<file path="config.mk">
export PLATFORM = sky130hd
export DESIGN_NAME = sha256_hex_tx_formatter
export DESIGN_NICKNAME = d
export VERILOG_FILES = /design/src/rtl/sha256_hex_tx_formatter.sv
export SDC_FILE = /design/constraint.sdc
export NUM_CORES = 1
export LEC_CHECK = 0
export ABC_AREA = 1
export CORE_ASPECT_RATIO = 1.75
export CORE_MARGIN = 2
export CORE_UTILIZATION = 50
export DETAILED_ROUTE_END_ITERATION = 10
export HOLD_SLACK_MARGIN = 0.1
export PLACE_DENSITY_LB_ADDON = 0.05
export SYNTH_ARGS = -nofsm -noshare
export SYNTH_HDL_FRONTEND = slang
export SYNTH_SLANG_ARGS = --single-unit
</file>
<file path="constraint.sdc">
create_clock -name clk -period 1.99 [get_ports clk]
set_clock_uncertainty 0.15 [all_clocks]
set_input_delay 0.2985 -clock clk [delete_from_list [all_inputs] [get_ports clk]]
set_output_delay 0.2985 -clock clk [all_outputs]
set_load 0.005 [all_outputs]
</file>
<file path="src/rtl/sha256_hex_tx_formatter.sv">
`default_nettype none
// ============================================================================
//  Module      : sha256_hex_tx_formatter
//  Description : Captures a 256-bit digest and streams it to a UART TX core
//                as 64 ASCII hex characters (MS nibble first), optional CR LF.
//  Revision    : 1.0 - initial release
// ============================================================================
module sha256_hex_tx_formatter #(
    parameter bit APPEND_CRLF = 1'b1,
    parameter bit UPPERCASE   = 1'b0
) (
    input  logic         clk,
    input  logic         rst_n,
    input  logic [255:0] hash_in,
    input  logic         hash_valid,
    input  logic         tx_busy,
    output logic         tx_start,
    output logic [7:0]   tx_data,
    output logic         busy,
    output logic         done,
    output logic         overrun
);

    localparam logic [6:0] C_LAST       = APPEND_CRLF ? 7'd65 : 7'd63;
    localparam logic [7:0] C_ALPHA_BASE = UPPERCASE ? 8'h41 : 8'h61;

    typedef enum logic [2:0] {
        S_IDLE   = 3'd0,
        S_ISSUE  = 3'd1,
        S_ARM    = 3'd2,
        S_WAIT   = 3'd3,
        S_FINISH = 3'd4
    } state_t;

    state_t         r_state;
    logic [255:0]   r_digest;
    logic [6:0]     r_index;
    logic [3:0]     w_nib;
    logic [7:0]     w_char;

    // The digest shifts left one nibble per issued character, so the next
    // nibble to print always sits in the top four bits.
    always_comb begin
        w_nib = r_digest[255:252];
        if (r_index == 7'd64) begin
            w_char = 8'h0D;
        end else if (r_index == 7'd65) begin
            w_char = 8'h0A;
        end else if (w_nib < 4'd10) begin
            w_char = 8'h30 + {4'h0, w_nib};
        end else begin
            w_char = C_ALPHA_BASE + {4'h0, w_nib} - 8'd10;
        end
    end

    always_ff @(posedge clk or negedge rst_n) begin
        if (!rst_n) begin
            r_state  <= S_IDLE;
            r_digest <= '0;
            r_index  <= '0;
            tx_start <= 1'b0;
            tx_data  <= '0;
            busy     <= 1'b0;
            done     <= 1'b0;
            overrun  <= 1'b0;
        end else begin
            tx_start <= 1'b0;
            done     <= 1'b0;
            overrun  <= hash_valid && (r_state != S_IDLE);
            case (r_state)
                S_IDLE: begin
                    if (hash_valid) begin
                        r_digest <= hash_in;
                        r_index  <= '0;
                        busy     <= 1'b1;
                        r_state  <= S_ISSUE;
                    end
                end
                S_ISSUE: begin
                    if (!tx_busy) begin
                        tx_data  <= w_char;
                        tx_start <= 1'b1;
                        r_digest <= {r_digest[251:0], 4'h0};
                        r_state  <= S_ARM;
                    end
                end
                // The core raises tx_busy one cycle after tx_start; skip that cycle.
                S_ARM: begin
                    r_state <= S_WAIT;
                end
                S_WAIT: begin
                    if (!tx_busy) begin
                        if (r_index == C_LAST) begin
                            done    <= 1'b1;
                            busy    <= 1'b0;
                            r_state <= S_FINISH;
                        end else begin
                            r_index <= r_index + 7'd1;
                            r_state <= S_ISSUE;
                        end
                    end
                end
                S_FINISH: begin
                    r_state <= S_IDLE;
                end
                default: begin
                    r_state <= S_IDLE;
                end
            endcase
        end
    end

endmodule
`default_nettype wire
</file>
==> impl_results.md <==
* Reg2reg start: r_state[2]$_DFFE_PN0P_
* Postcts setup bufs at 0
* Die Span X at 132 um
* MaxCap Viol Count at 0
* I/O pin count at 272
* Syn Std Cell Area at 0.0142 mm2
* DR DRC count at 0
* Pre-CTS WS at -0.0232 ns
* Worst path bufs/invs at 1
* Final max-slew violation count at 0
* Sequential area share after synthesis at 48.7%
* CP Max Fanout at 2
* Tmin final at 1.87 ns
* CP Capture Type: output pin
* Root Driver: clkbuf_16
* Std-Cell Rows at 81
* Antenna violations before repair at 4
* Crit path kind: reg -> out
* WL final at 34000 um
* Die extent in y at 227 um
* Met1 usage at 27.9%
* TritonCTS Sinks at 277
* Number of distinct library cells after synthesis at 27
* TritonCTS buffer count at 26
* Core Region at 0.0280 mm2
* Global routing's busiest layer: met2
* Global route overflow at 0
* Clock transition at path regs at 0.07 ns
* Cell area power density at 1560 mW/mm2
* Number of synthesized register bits at 277
* HP Class: in -> reg
* Commonest non-fill, non-tap cell in the layout: nand2_1
* Crit path DAT at 1.42 ns
* Run status: completed
* Vias in the first global route at 11615
* Family with the most delay on the worst path: buffers and inverters
* Nets@finish at 2090
* Final antenna-violating net count at 0
* Final setup fails at 0
* Unrepaired setup endpoints after global routing: no
* Met3 usage at 3.30%
* Via count at 11355
* Share of cells above drive strength 1 at 17.7%
* Vias per Instance at 5.11
* Average size of a mapped cell at 9.12 um2
* Critical Path Source: tx_data[1]$_DFFE_PN0P_
* Crit path required time at 1.54 ns
* Final hold viol count at 0
* Finished Cell Area at 0.0187 mm2
* Startpoint Class: flip-flop
* Die area at 0.0299 mm2
* VDD IR max at 0.000918 V
* Critical hold path startpoint: hash_in[3]
* Syn Nets at 1826
* Area growth syn-to-layout at 31.2%
* Crit-path cells: clkdlybuf4s50_1
* Ys Warns at 0
* Worst Setup Slack, final at 0.120 ns
* Met2 usage at 42.4%
* CTS Buffer Depth at 3
* Largest net degree at the start of global routing at 91
* First-pass GRT wire length at 56500 um
* Wirelength per Cell at 15.3 um
* Max incr delay on CP at 0.51 ns
* Most frequent cells in the layout: nand2_1 (329), dfrtp_1 (277), inv_1 (274), clkdlybuf4s50_1 (269), o211ai_1 (151)
* H-tree level count at 1
* Post-Syn Instances at 1562
* Slowest stage cell, crit path: clkdlybuf4s50_1
* DR iter-0 viols at 431
* Final period util at 94.0%
* 1st-pass router iterations at 5
* Overall Global Routing Usage at 23.0%
* CTS tree: built
* Area of placed instances at 0.0177 mm2
* FILL cells at 2391
* Clk Latency, worst-skew pair at 0.53 ns
* DP HPWL at 24800 um
* Final GP Congestion at 0.855
* Starting Density at 50.9%
* Lkg Pwr at 8.30 nW
* Count of buffers from port buffering at 270
* Maximum clock rate at 535 MHz
cell usage after synthesis (all sizes together):
| library cell | count | area, um2 |
|---|---|---|
| o211ai | 251 | 2380 |
| nand3 | 19 | 95.1 |
| o21ai | 262 | 1690 |
| conb | 1 | 3.75 |
| o21bai | 2 | 15.0 |
| clkbuf | 46 | 173 |
| nor2 | 21 | 86.3 |
| buf | 66 | 480 |
| clkinv | 1 | 5.00 |
| a21oi | 2 | 10.0 |
| xnor2 | 1 | 8.76 |
| nand2 | 333 | 1270 |
| ha | 4 | 50.1 |
| inv | 275 | 1030 |
| dfrtp | 277 | 6930 |
| nand3b | 1 | 7.51 |
final cells by class:
class	count	area, um2	area share [%]
Antenna cell	4	10.0	0.0536
Clock buffer	42	822	4.40
Clock inverter	6	57.6	0.308
Inverter	276	1050	5.63
Multi-Input combinational cell	897	5630	30.1
Sequential cell	277	6930	37.1
Tap cell	373	467	2.50
Timing Repair Buffer	348	3710	19.9
power breakdown:
part           total [W]  internal [W]  switching [W]
sequential       0.00924       0.00844       0.000800
combinational     0.0148       0.00601        0.00879
clock            0.00510       0.00295        0.00214
total             0.0291        0.0174         0.0117
cells by family after synthesis:
kind of cell,after synthesis,synth area share (%)
buffers and inverters,388,11.9
adders and majority gates,4,0.351
AOI/OAI and AO/OA,517,28.8
other,1,0.0263
DFF,277,48.7
xor gates and xnor gates,1,0.0615
and+or+nand+nor,374,10.2
repair_timing:
action | in CTS | in global routing
endpoints found under the hold margin | 277 | 0
hold buffers | 2 | 0
resized for setup | 0 | 4
endpoints found under the setup margin | 0 | 8
through the flow:
stage	util (%)	TNS (ns)	hold slack (ns)	cells	total power [W]
floorplan	-	0	-0.147	1562	0.0200
global placement	63.4	0	0.0568	2168	0.0237
detailed placement	63.4	-0.0542	0.0519	2168	0.0241
CTS	66.6	0	0.203	2218	0.0293
global route	66.8	0	0.228	2222	0.0317
finish	66.8	0	0.224	2223	0.0291
metal layers:
metal / routed length, um / vias up / part of all wire, %
li1: - / 5697 / -
met1: 13800 / 5375 / 40
met2: 18000 / 242 / 53
met3: 1440 / 39 / 4.2
met4: 746 / 2 / 2.2
met5: 12 / - / 0.035
sequential cells by signal, indices dropped and copies added (netlist names):
register / flops
busy: 1
tx_data: 7
tx_start: 1
r_digest: 256
r_state: 3
overrun: 1
r_index: 7
done: 1
final timing paths:
| path | endpoint | slack, ns | cells after the start |
|---|---|---|---|
| worst min register to register | busy$_DFFE_PN0P_ | 0.35 | 2 |
| worst min-delay path | r_digest[3]$_DFFE_PN0P_ | 0.22 | 3 |
| max in group asynchronous | r_digest[209]$_DFFE_PN0P_ | 0.33 | 5 |
| worst max-delay path | tx_data[1] | 0.12 | 1 |
| worst max register to register | r_digest[178]$_DFFE_PN0P_ | 0.13 | 8 |
| min in group asynchronous | r_digest[11]$_DFFE_PN0P_ | 0.65 | 3 |
worst register-to-register path: cells and delay by family, from the launching register on:
| family | cells | cell delay [ns] |
|---|---|---|
| flip-flops | 1 | 0.40 |
| AND/OR/NAND/NOR | 4 | 0.50 |
| AO/OA/AOI/OAI | 2 | 0.33 |
| buffers and inverters | 2 | 0.40 |
No activity file was read; power rests on OpenSTA's default activity.
